File: config.mk
export PLATFORM = sky130hd
export DESIGN_NAME = clsf_vec_assembler
export DESIGN_NICKNAME = d
export VERILOG_FILES = /design/src/rtl/clsf_pkg.sv /design/src/rtl/clsf_err_cnt.sv /design/src/rtl/clsf_vec_assembler.sv
export SDC_FILE = /design/constraint.sdc
export NUM_CORES = 2
export LEC_CHECK = 0
export ABC_AREA = 1
export BUFFER_PORTS_ARGS = -buffer_cell sky130_fd_sc_hd__buf_2
export CAP_MARGIN = 20
export CORE_AREA = 2 2 695 697
export CTS_CLUSTER_DIAMETER = 200
export CTS_CLUSTER_SIZE = 16
export DETAILED_ROUTE_END_ITERATION = 16
export DIE_AREA = 0 0 697 699
export SETUP_SLACK_MARGIN = 0.2
export SYNTH_ARGS = -nofsm -noshare
export SYNTH_HDL_FRONTEND = slang
export SYNTH_SLANG_ARGS = --single-unit
File: constraint.sdc
create_clock -name rx_fifo_clock -period 9.1 [get_ports rx_fifo_clock]
set_input_delay 0.91 -clock rx_fifo_clock [delete_from_list [all_inputs] [get_ports rx_fifo_clock]]
set_output_delay 0.91 -clock rx_fifo_clock [all_outputs]
set_load 0.03 [all_outputs]
File: src/rtl/clsf_pkg.sv
// Shared definitions for the classifier datapath: feature word/vector geometry,
// error counter width and the vector assembler state encoding.
package clsf_pkg;

    localparam int WORD_W = 32;
    localparam int WORDS  = 54;
    localparam int VEC_W  = WORD_W * WORDS;
    localparam int ERR_W  = 16;

    typedef enum logic [0:0] {
        IDLE = 1'b0,
        FILL = 1'b1
    } state_t;

endpackage

File: src/rtl/clsf_err_cnt.sv
// Saturating event counter: counts single-cycle inc pulses and sticks at
// all-ones instead of wrapping, so a flood of errors never reads as few.
module clsf_err_cnt #(
    parameter int W = 16
) (
    input  logic         clk,
    input  logic         srst,
    input  logic         inc,
    output logic [W-1:0] count
);

    logic [W-1:0] count_r;

    // Count register with synchronous clear and saturation at all-ones.
    always_ff @(posedge clk) begin
        if (srst) begin
            count_r <= {W{1'b0}};
        end else if (inc && (count_r != {W{1'b1}})) begin
            count_r <= count_r + W'(1);
        end else begin
            count_r <= count_r;
        end
    end

    assign count = count_r;

endmodule

File: src/rtl/clsf_vec_assembler.sv
// Feature vector assembler: reads SOF-tagged words from the rx FIFO, packs
// WORDS consecutive words (first word in the LSBs) into one vector and
// pulses data_valid when the vector is presented. Words before a SOF are
// dropped; a SOF arriving mid-frame restarts the frame and flags an error.
module clsf_vec_assembler #(
    parameter int WORD_W = clsf_pkg::WORD_W,
    parameter int WORDS  = clsf_pkg::WORDS,
    parameter int VEC_W  = clsf_pkg::VEC_W,
    parameter int ERR_W  = clsf_pkg::ERR_W
) (
    input  logic              rx_fifo_clock,
    input  logic              rx_fifo_reset,
    input  logic              enable,
    input  logic              fifo_empty,
    output logic              fifo_rd_en,
    input  logic [WORD_W-1:0] fifo_dout,
    input  logic              fifo_sof,
    output logic [VEC_W-1:0]  data_out,
    output logic              data_valid,
    output logic              frame_err,
    output logic [ERR_W-1:0]  err_count,
    output logic              busy
);

    import clsf_pkg::*;

    localparam int               CNT_W    = $clog2(WORDS);
    localparam logic [CNT_W-1:0] LAST_IDX = CNT_W'(WORDS - 1);

    state_t             state_r;
    state_t             state_nxt_s;
    logic [CNT_W-1:0]   count_r;
    logic [CNT_W-1:0]   count_nxt_s;
    logic               rd_vld_r;

    // Slots 0..WORDS-2 are buffered; the last word goes straight to data_out.
    logic [WORD_W-1:0]  slot_r [WORDS-1];
    logic               slot_we_s;
    logic [CNT_W-1:0]   slot_idx_s;

    logic               vec_load_s;
    logic               early_sof_s;
    logic [VEC_W-1:0]   data_out_r;
    logic               data_valid_r;
    logic               frame_err_r;
    logic [ERR_W-1:0]   err_count_s;

    // Reads are never issued while reset is held, so nothing is lost on release.
    assign fifo_rd_en = enable & ~fifo_empty & ~rx_fifo_reset;

    // Next-state logic: decide what to do with the word returned this cycle.
    always_comb begin
        state_nxt_s = state_r;
        count_nxt_s = count_r;
        slot_we_s   = 1'b0;
        slot_idx_s  = {CNT_W{1'b0}};
        vec_load_s  = 1'b0;
        early_sof_s = 1'b0;
        case (state_r)
            IDLE: begin
                if (rd_vld_r && fifo_sof) begin
                    slot_we_s   = 1'b1;
                    slot_idx_s  = {CNT_W{1'b0}};
                    count_nxt_s = CNT_W'(1);
                    state_nxt_s = FILL;
                end else begin
                    state_nxt_s = IDLE;
                end
            end
            FILL: begin
                if (rd_vld_r) begin
                    if (fifo_sof) begin
                        // Truncated frame: this SOF word becomes slot 0 of a new frame.
                        early_sof_s = 1'b1;
                        slot_we_s   = 1'b1;
                        slot_idx_s  = {CNT_W{1'b0}};
                        count_nxt_s = CNT_W'(1);
                    end else if (count_r == LAST_IDX) begin
                        vec_load_s  = 1'b1;
                        count_nxt_s = {CNT_W{1'b0}};
                        state_nxt_s = IDLE;
                    end else begin
                        slot_we_s   = 1'b1;
                        slot_idx_s  = count_r;
                        count_nxt_s = count_r + CNT_W'(1);
                    end
                end else begin
                    state_nxt_s = FILL;
                end
            end
            default: begin
                state_nxt_s = IDLE;
                count_nxt_s = {CNT_W{1'b0}};
            end
        endcase
    end

    // Control state: FSM, word count, read-return flag and output pulses.
    always_ff @(posedge rx_fifo_clock) begin
        if (rx_fifo_reset) begin
            state_r      <= IDLE;
            count_r      <= {CNT_W{1'b0}};
            rd_vld_r     <= 1'b0;
            data_valid_r <= 1'b0;
            frame_err_r  <= 1'b0;
        end else begin
            state_r      <= state_nxt_s;
            count_r      <= count_nxt_s;
            rd_vld_r     <= fifo_rd_en;
            data_valid_r <= vec_load_s;
            frame_err_r  <= early_sof_s;
        end
    end

    // Slot buffer write; contents are always overwritten before being used.
    always_ff @(posedge rx_fifo_clock) begin
        if (!rx_fifo_reset && slot_we_s) begin
            slot_r[slot_idx_s] <= fifo_dout;
        end
    end

    // Output vector: loaded only on frame completion, held otherwise.
    always_ff @(posedge rx_fifo_clock) begin
        if (rx_fifo_reset) begin
            data_out_r <= {VEC_W{1'b0}};
        end else if (vec_load_s) begin
            for (int i = 0; i < WORDS - 1; i++) begin
                data_out_r[i*WORD_W +: WORD_W] <= slot_r[i];
            end
            data_out_r[VEC_W-1 -: WORD_W] <= fifo_dout;
        end else begin
            data_out_r <= data_out_r;
        end
    end

    clsf_err_cnt #(
        .W (ERR_W)
    ) u_err_cnt (
        .clk   (rx_fifo_clock),
        .srst  (rx_fifo_reset),
        .inc   (early_sof_s),
        .count (err_count_s)
    );

    assign data_out   = data_out_r;
    assign data_valid = data_valid_r;
    assign frame_err  = frame_err_r;
    assign err_count  = err_count_s;
    assign busy       = (state_r == FILL);

endmodule

==> flow_summary_export.csv <==
group,metric,value,unit
sta,fmax,256,MHz
clock_tree,cts-buffers-inserted,239,
clock_tree,post-cts-setup-buffer-count,0,
floorplanning,die_width,697,µm
critical_path,reg2reg_from,"count_r[0]",
grt,grt.total_usage,0.159,
floorplanning,start_util,0.232,
clock_tree,cts_max_level,4,
critical_path,cp_cell_sequence,"buf_2, inv_8, buf_12, buf_12, buf_12, o21ai_0, nor2_1",
clock_tree,clock_sinks,3450,
drt,drt-total-wl,410,mm
grt,grt_pass1_vias,70800,
floorplanning,rows,255,
power,power.density,202,nW/µm²
outcome,status,"finished clean",
logic_synthesis,syn_area,111000,µm²
sta,rsz0062_at_grt,"no",
sta,tightest_slew,1.22,ns
logic_synthesis,synthAdderAreaFrac,0.000337,
sta,fin_setup_tns,0,ns
finish,design_area,135000,µm²
sta,hold_ws,0.242,ns
drt,antenna_left,0,
critical_path,cp_common_cell,"buf_12",
critical_path,worstPathMaxFanout,210,
drt,drtIter0Drc,9479,
sta,timing.final.crit_share,0.430,
logic_synthesis,synth_warnings,0,
logic_synthesis,synth-simple-area-share,0.124,
clock_tree,clkTransAtPathRegs,0.07,ns
critical_path,rr_worst_depth,10,
grt,grt_max_degree,228,
finish,finalNetCount,11100,
place,placed_cell_area,128000,µm²
critical_path,worstSetupPathType,"input pin to flop",
clock_tree,cts_tree,"done",
power,ir_worst_vdd,0.174,mV
sta,clock_skew,0.0998,ns
sta,slew_violations,0,
logic_synthesis,synth_compound_area_frac,0.0787,
logic_synthesis,synthesis.nets,9523,
sta,hold_violations,0,
logic_synthesis,yosysSeqAreaShare,0.773,
min_path,whs_endpoint,"slot_r[1][28]",
grt,grt-ovfl-total,0,
clock_tree,holdBufCountCts,0,
grt,antenna_found_initial,69,
drt,vias,77400,
critical_path,slowest_stage,"inv_8",
floorplanning,ios,1785,
clock_tree,cts_buffer_depth,4,
drt,drcViolationCount,0,
sta,slew_headroom,0.185,
logic_synthesis,synth-xor-area-share,0.000551,
finish,nFillCells,49700,
drt,dr.pass1.iters,5,
floorplanning,dieArea,487000,µm²
place,port-buffer-count,1784,
critical_path,rr_endpoint,"data_out[248]",
logic_synthesis,synthMuxAreaShare,0,
sta,setup_viol,0,
min_path,hold_path.class,"input pin to flop",
floorplanning,dieHeight,699,µm
power,leakage,55.9,nW
critical_path,worst_ep_required_time,9.91,ns
drt,vias_per_cell,4.36,
critical_path,cp-end-kind,"flop",
drt,wl_per_cell,23.1,µm
sta,period_minus_slack,3.91,ns
min_path,hold_path_depth,1,
logic_synthesis,synth-seq-cells,3450,
finish,drive_above_1_share,0.202,
min_path,hp-start,"fifo_dout[28]",
finish,layout_common_cells,"3504 x nor2_1, 1754 x dfxtp_1, 1752 x buf_2",
critical_path,crit_arrival,4.71,ns
logic_synthesis,yosys.cell_types.count,27,
finish,layout_commonest_cell,"nor2_1",
critical_path,cp-start-kind,"input pin",
clock_tree,ctsResizeCount,0,
finish,area_growth,21.4,%
clock_tree,insertion_delay,0.95,ns
job,drv_cap,0,
logic_synthesis,synth_top_family_by_area,"simple AND/OR/NAND/NOR gates",
critical_path,critPathMaxStageDelay,0.62,ns
grt,grt_pass1_wl,558,mm
logic_synthesis,netlist_instances,9483,
critical_path,r2r_slack,5.29,ns
clock_tree,clockRootBuffer,"clkbuf_16",
floorplanning,coreArea,480000,µm²
logic_synthesis,syn_avg_cell_area,11.7,µm²
place,routabilityCongestion,0.809,
place,dpl.hpwl,261,mm
-- registers in the layout (all words and copies together) (netlist names) --
| register | cells |
|---|---|
| count_r | 6 |
| busy | 1 |
| data_valid | 1 |
| slot_r | 1696 |
| u_err_cnt.count | 16 |
| rd_vld_r | 1 |
| frame_err | 1 |
| data_out | 1728 |
-- layer usage --
metal,global-route usage,share of wire
met5,0,0.000032
met4,0.0583,0.038
met3,0.0348,0.088
met2,0.265,0.48
met1,0.201,0.39
-- kinds of logic (layout without fill, tap and decap cells) --
| kind of cell | count (synthesis) | after routing |
|---|---|---|
| flops | 3450 | 3450 |
| simple gates | 3669 | 3669 |
| buf+inv | 604 | 2426 |
| fa+ha+maj | 3 | 3 |
| compound gates | 1750 | 1750 |
| xor+xnor | 7 | 7 |
| other cells | 0 | 19 |
-- how the worst max path moves through the flow --
stage	slack (ns)	startpoint	cells past startpoint	end
2_1_floorplan	5.63	rx_fifo_reset	6	slot_r[11][0]
3_3_place_gp	4.48	rx_fifo_reset	6	slot_r[8][2]
3_5_place_dp	4.57	rx_fifo_reset	7	data_out[163]
4_1_cts	5.22	count_r[1]	10	slot_r[31][31]
5_1_grt	4.96	count_r[0]	10	data_out[486]
6_report	5.19	rx_fifo_reset	7	data_out[209]
-- area by class of cell --
cell class,count,area [µm²],area share
timing repair buffer,1952,10700,0.0790
antenna,19,47.5,0.000352
clock buffer,432,6750,0.0499
multi-input combinational,5429,23100,0.171
sequential,3450,86000,0.637
inverter,27,116,0.000861
clock inverter,15,335,0.00248
tap,6425,8040,0.0595
-- cell usage after synthesis --
cell type	count	area (µm²)
a21oi_1	17	85.1
a31oi_1	1	6.26
and2_1	1	6.26
buf_2	219	1100
buf_4	1	7.51
buf_6	1	11.3
clkbuf_1	355	1330
clkbuf_2	1	5.00
dfxtp_1	1754	35100
edfxtp_1	1696	50900
ha_1	3	37.5
inv_1	24	90.1
inv_2	3	11.3
nand2_1	75	282
nand2_2	1	6.26
nand3_1	23	115
nand4_1	8	50.1
nor2_1	3557	13400
nor2_4	1	11.3
nor3_1	2	10.0
o21ai_0	1727	8640
o21ai_1	3	15.0
o22ai_1	1	6.26
o32ai_1	1	8.76
or2_2	1	6.26
xnor2_1	2	17.5
xor2_1	5	43.8
-- metrics by stage --
step / setup WS [ns] / instances / total power [mW] / utilization
after floorplan: 5.63 / 9483 / 16.7 / -
after CTS: 5.22 / 17700 / 27.5 / 0.281
after global routing: 4.96 / 17700 / 28.1 / 0.281
after detailed placement: 4.57 / 17300 / 17.2 / 0.266
after global placement: 4.48 / 17300 / 17.2 / 0.266
final: 5.19 / 17700 / 27.3 / 0.281
-- where the power goes --
group	leakage (nW)	internal, mW	switching (mW)
clock network	3.33	5.04	5.45
registers	29.4	16.3	0.00108
logic	23.2	0.0505	0.511
-- critical path: cells and delay by family --
kind / cells / cell delay [ns]
AND/OR/NAND/NOR: 1 / 0.15
buffers and inverters: 5 / 2.28
AO/OA/AOI/OAI: 1 / 0.26
(Power assumes the default switching activity.)
